## config.mk

```make
export PLATFORM = sky130hd
export DESIGN_NAME = misc_wb
export DESIGN_NICKNAME = d
export VERILOG_FILES = /design/src/rtl/misc_wb.sv
export SDC_FILE = /design/constraint.sdc
export NUM_CORES = 1
export LEC_CHECK = 0
export ABC_AREA = 1
export CORE_UTILIZATION = 50
export CTS_CLUSTER_SIZE = 30
export DETAILED_ROUTE_END_ITERATION = 7
export MAX_ROUTING_LAYER = met4
export PLACE_DENSITY = 0.83
export SLEW_MARGIN = 30
export SYNTH_ARGS = -nofsm -noshare
export SYNTH_HDL_FRONTEND = slang
export SYNTH_SLANG_ARGS = --single-unit
```

## constraint.sdc

```tcl
create_clock -name clk_24m -period 4.4 [get_ports clk_24m]
set_clock_uncertainty 0.05 [all_clocks]
set_input_delay 0.66 -clock clk_24m [delete_from_list [all_inputs] [get_ports clk_24m]]
set_output_delay 0.66 -clock clk_24m [all_outputs]
set_load 0.005 [all_outputs]
```

## src/rtl/misc_wb.sv

```systemverilog
// Wishbone slave for the misc slot: boot request with key arming, LED blinker
// settings, millisecond tick counter and a debounced button with press latch.
module misc_wb #(
  parameter int          TICK_DIV    = 24000,
  parameter int          DEBOUNCE_MS = 8,
  parameter int          ARM_TIMEOUT = 1000,
  parameter logic [31:0] BOOT_KEY    = 32'hB007CAFE
) (
  input  logic        clk_24m,
  input  logic        rst,
  input  logic [2:0]  wb_addr,
  input  logic [31:0] wb_wdata,
  output logic [31:0] wb_rdata,
  input  logic        wb_we,
  input  logic        wb_cyc,
  output logic        wb_ack,
  input  logic        btn_pad,
  output logic        boot_now,
  output logic [1:0]  boot_sel,
  output logic        led_ena,
  output logic [10:0] led_off,
  output logic [10:0] led_on
);

  localparam int PW = (TICK_DIV > 1) ? $clog2(TICK_DIV) : 1;
  localparam int DW = $clog2(DEBOUNCE_MS + 1);
  localparam int AW = $clog2(ARM_TIMEOUT + 1);

  localparam logic [2:0] ADDR_BOOT = 3'd0;
  localparam logic [2:0] ADDR_LED  = 3'd1;
  localparam logic [2:0] ADDR_ARM  = 3'd2;
  localparam logic [2:0] ADDR_TICK = 3'd3;
  localparam logic [2:0] ADDR_BTN  = 3'd4;

  logic          access;
  logic          wr;
  logic [31:0]   rd_mux;
  logic [PW-1:0] prescaler;
  logic          tick;
  logic [31:0]   ms_count;
  logic          armed;
  logic [AW-1:0] arm_timer;
  logic          btn_m;
  logic          btn_s;
  logic          btn_db;
  logic          press;
  logic [DW-1:0] db_count;
  logic          db_change;

  // Access is the single cycle in which ack gets raised; writes commit there.
  assign access    = wb_cyc & ~wb_ack;
  assign wr        = access & wb_we;
  assign tick      = (prescaler == PW'(TICK_DIV - 1));
  assign db_change = tick && (btn_s != btn_db) && (db_count == DW'(DEBOUNCE_MS - 1));

  always_comb begin
    rd_mux = '0;
    case (wb_addr)
      ADDR_BOOT: rd_mux = {28'b0, armed, boot_now, boot_sel};
      ADDR_LED:  rd_mux = {led_ena, 4'b0, led_off, 5'b0, led_on};
      ADDR_ARM:  rd_mux = {31'b0, armed};
      ADDR_TICK: rd_mux = ms_count;
      ADDR_BTN:  rd_mux = {30'b0, press, btn_db};
      default:   rd_mux = '0;
    endcase
  end

  always_ff @(posedge clk_24m or posedge rst) begin
    if (rst) begin
      wb_ack   <= 1'b0;
      wb_rdata <= '0;
    end else begin
      wb_ack   <= access;
      wb_rdata <= access ? rd_mux : '0;
    end
  end

  always_ff @(posedge clk_24m or posedge rst) begin
    if (rst) begin
      boot_now <= 1'b0;
      boot_sel <= '0;
      led_ena  <= 1'b0;
      led_off  <= '0;
      led_on   <= '0;
    end else if (wr) begin
      if (wb_addr == ADDR_BOOT) begin
        boot_sel <= wb_wdata[1:0];
        if (wb_wdata[2] && armed) boot_now <= 1'b1;
      end
      if (wb_addr == ADDR_LED) begin
        led_ena <= wb_wdata[31];
        led_off <= wb_wdata[26:16];
        led_on  <= wb_wdata[10:0];
      end
    end
  end

  // A TICK write beats a coincident tick so the counter restarts cleanly at 0.
  always_ff @(posedge clk_24m or posedge rst) begin
    if (rst) begin
      prescaler <= '0;
      ms_count  <= '0;
    end else if (wr && wb_addr == ADDR_TICK) begin
      prescaler <= '0;
      ms_count  <= '0;
    end else begin
      prescaler <= tick ? '0 : prescaler + 1'b1;
      if (tick) ms_count <= ms_count + 1'b1;
    end
  end

  always_ff @(posedge clk_24m or posedge rst) begin
    if (rst) begin
      armed     <= 1'b0;
      arm_timer <= '0;
    end else if (wr && wb_addr == ADDR_ARM) begin
      armed     <= (wb_wdata == BOOT_KEY);
      arm_timer <= (wb_wdata == BOOT_KEY) ? AW'(ARM_TIMEOUT) : '0;
    end else if (armed && tick) begin
      if (arm_timer == AW'(1)) begin
        armed     <= 1'b0;
        arm_timer <= '0;
      end else begin
        arm_timer <= arm_timer - 1'b1;
      end
    end
  end

  always_ff @(posedge clk_24m or posedge rst) begin
    if (rst) begin
      btn_m    <= 1'b0;
      btn_s    <= 1'b0;
      btn_db   <= 1'b0;
      db_count <= '0;
      press    <= 1'b0;
    end else begin
      btn_m <= btn_pad;
      btn_s <= btn_m;
      if (btn_s == btn_db) begin
        db_count <= '0;
      end else if (db_change) begin
        btn_db   <= btn_s;
        db_count <= '0;
      end else if (tick) begin
        db_count <= db_count + 1'b1;
      end
      // A rising debounced edge outranks a simultaneous W1C clear.
      if (db_change && btn_s) begin
        press <= 1'b1;
      end else if (wr && wb_addr == ADDR_BTN && wb_wdata[1]) begin
        press <= 1'b0;
      end
    end
  end

endmodule
```

==> impl_results.md <==
- Status: finished clean
- Clock Tree Buf Depth: 2
- # fillers: 1064
- Drt first pass iters: 5
- Worst EP required: 4.70 ns
- Die footprint: 13500 um2
- Type of destination of the critical path: register
- Hold path start: btn_m$_DFF_PP0_
- Post-Synth Simple-Gate Area: 32.4%
- Post-place setup slack: 1.47 ns
- Leakage power figure: 3.66 nW
- Max Cap Viol: 0
- Worst-path maximum fanout: 37
- Area of the core: 12700 um2
- H-tree depth: 4
- CTS hold repair buffers: 0
- Post-synthesis sequential area ratio: 48.1%
- First-pass GRT wire length: 27000 um
- Vias in the first global route: 5536
- Detail Route Antenna Nets: 0
- EDFF count, synth: 0
- Post-synthesis mux area share: 2.94%
- Seq pwr share: 42.6%
- Final core occ: 64.1%
- XOR/XNOR Fraction of Synth Area: 1.08%
- Num CTS Buffers: 17
- Synth-to-Final Area Change: 24.9%
- Final Critical Period: 2.54 ns
- Max Freq: 394 MHz
- FF-to-FF setup slack: 2.31 ns
- Most common cell after layout, fill and taps aside: nand2_1
- Compound-Gate Fraction of Synth Area: 7.23%
- Power Internal: 2.33 mW
- Final period utilization: 57.7%
- Initial core utilization: 51.3%
- PwrDens: 410 nW/um2
- Post-CTS Setup Bufs: 0
- Adder-Cell Fraction of Synth Area: 0.962%
- Yosys reg bits: 125
- Setup violators final: 0
- Largest net degree at the start of global routing: 67
- Synthesized area: 6500 um2
- Global-route usage over all layers: 27.3%
- Switching share of power: 30.1%
- Via Count: 5972
- CTS resizes: 0
- Final net count: 967
- Synth cell types: 39
- Ys flop type: dfrtp_1
- Worst min path class: register to register
- Non-filler cells, final: 1107
- Worst Hold Path Cells: 0
- Synth area leaders: dfrtp_1, nand2_1, nor2_1, inv_1, nand3_1
- Setup TNS: 0 ns
- DRC: 0
- Commonest non-fill, non-tap cells in the layout: nand2_1, nor2_1, dfrtp_1
- Slew headroom: 49.8%
- CTS root buf: clkbuf_16
- Final hold violation count: 0
- Switching power: 1.00 mW
- FP Rows: 41
- Worst vdd ir: 386 uV
- CTS tree: done
- RSZ-0062 raised after global routing: no
- Routed vias/inst: 5.39
- Chip width: 116 um
- RR Startpoint: wb_ack$_DFF_PP0_
- Reg-to-reg endpoint: prescaler[11]$_DFF_PP0_
- Largest family of logic cells by synthesized area: simple AND/OR/NAND/NOR gates
- Final WL: 16600 um
- Clock share of power: 37.8%
- Skew-Pair Late Insertion Delay: 0.42 ns
- Clock Sinks: 125
- Setup WS post-layout: 1.86 ns
- I/O pin count: 99
- Iteration-0 DRC Markers: 567
- Mapped Cells: 823
- Grt ovf: 0
- Top cell type's share of synthesized area: 48.1%
- Layout cells sized above 1: 7.38%
- Classification of the worst setup path: input port to register
- Synth warnings: 0
- FFs w/ async S/R, synth: 100%
- Clock slew at reported path FFs: 0.05 ns
- Wire length per cell: 15.0 um
- Combinational share of power: 19.6%
- Placed Cells incl. Taps: 1075
- R2r worst-path depth: 8
- Placer Congestion: 0.913
- Number of antenna violations at the first check in global routing: 0
- WP data arrival: 2.84 ns
- Worst hold endpoint: btn_s$_DFF_PP0_
- Final Max Slew Viols: 0
- IO Port Bufs: 98
- Area leader, netlist: dfrtp_1
- HPWL Detailed: 11500 um
- Worst Setup Start Kind: input port
- Slew @ Worst Pin: 0.752 ns
- Synthesized Nets: 868
- Mean Syn Cell Area: 7.90 um2
- ANT cells: 0
- Die height: 116 um
power by group through the flow:
stage	sequential (mW)	combinational, mW	clock (mW)
2_1_floorplan	1.41	0.403	0
3_3_place_gp	1.43	0.628	0
6_report	1.42	0.651	1.26
3_5_place_dp	1.43	0.647	0
5_1_grt	1.44	0.734	1.32
4_1_cts	1.42	0.655	1.27
state kept, by name, summed over array words and instances, names as in the netlist:
name	count
prescaler	15
led_on	11
arm_timer	10
btn_s	1
boot_now	1
btn_db	1
armed	1
ms_count	32
btn_m	1
boot_sel	2
led_ena	1
wb_rdata	32
press	1
led_off	11
db_count	4
wb_ack	1
per-stage QoR:
stage	hold slack, ns	cell area [um2]	power (mW)
2_1_floorplan	0.281	6500	1.81
3_3_place_gp	0.291	7580	2.06
3_5_place_dp	0.300	7580	2.08
4_1_cts	0.306	8120	3.34
5_1_grt	0.311	8120	3.49
6_report	0.303	8120	3.33
layout make-up:
| type | instances | area (um2) | area share (%) |
|---|---|---|---|
| multi-input combinational | 591 | 2900 | 35.8 |
| sequential | 125 | 3130 | 38.5 |
| clock buffer | 19 | 443 | 5.45 |
| clock inverter | 13 | 93.8 | 1.16 |
| timing repair buffer | 99 | 1000 | 12.3 |
| tap | 172 | 215 | 2.65 |
| inverter | 88 | 337 | 4.14 |
worst max-delay path, stage by stage:
cell and delay, ns:
clkdlybuf4s50_1 0.53, inv_2 0.09, nand3_4 0.19, nor2_4 0.08, inv_2 0.45, nand2_8 0.26, inv_4 0.31, o21ai_0 0.13
a21oi_1 0.13
metal layers:
| layer | track usage, % | part of all wire [%] |
|---|---|---|
| met5 | - | 0 |
| met4 | 8.89 | 2.0 |
| met3 | 5.39 | 5.6 |
| met2 | 42.9 | 48 |
| met1 | 35.5 | 44 |
cells in the mapped netlist (all sizes together), types with 2 or more instances:
| library cell | instances |
|---|---|
| nand2 | 238 |
| mux2 | 17 |
| nand3 | 57 |
| dfrtp | 125 |
| inv | 86 |
| clkinv | 2 |
| ha | 5 |
| o21ai | 41 |
| o31ai | 2 |
| nor3 | 16 |
| nand4 | 31 |
| buf | 15 |
| nor2 | 131 |
| or2 | 4 |
| a21oi | 16 |
| xnor2 | 4 |
| clkbuf | 4 |
| o22ai | 3 |
| a22oi | 19 |
| xor2 | 4 |
logic make-up (layout without fill, tap and decap cells):
| family | Yosys count | in the layout |
|---|---|---|
| buffers and inverters | 107 | 219 |
| AO/OA/AOI/OAI | 82 | 82 |
| multiplexers | 17 | 17 |
| flip-flops | 125 | 125 |
| adder cells (fa/ha/maj) | 5 | 5 |
| AND/OR/NAND/NOR | 479 | 479 |
| XOR/XNOR | 8 | 8 |
worst max-delay path by stage:
stage / startpoint / endpoint / slack [ns] / cells past startpoint
after floorplan: rst / arm_timer[0]$_DFFE_PP0P_ / 0.36 / 1
after global placement: wb_addr[0] / prescaler[12]$_DFF_PP0_ / 1.52 / 8
after detailed placement: wb_addr[2] / prescaler[12]$_DFF_PP0_ / 1.47 / 9
after CTS: wb_addr[2] / prescaler[11]$_DFF_PP0_ / 1.89 / 9
after global routing: wb_addr[0] / prescaler[11]$_DFF_PP0_ / 1.69 / 8
final: wb_addr[2] / prescaler[11]$_DFF_PP0_ / 1.86 / 9
No activity file was read; power rests on OpenSTA's default activity.
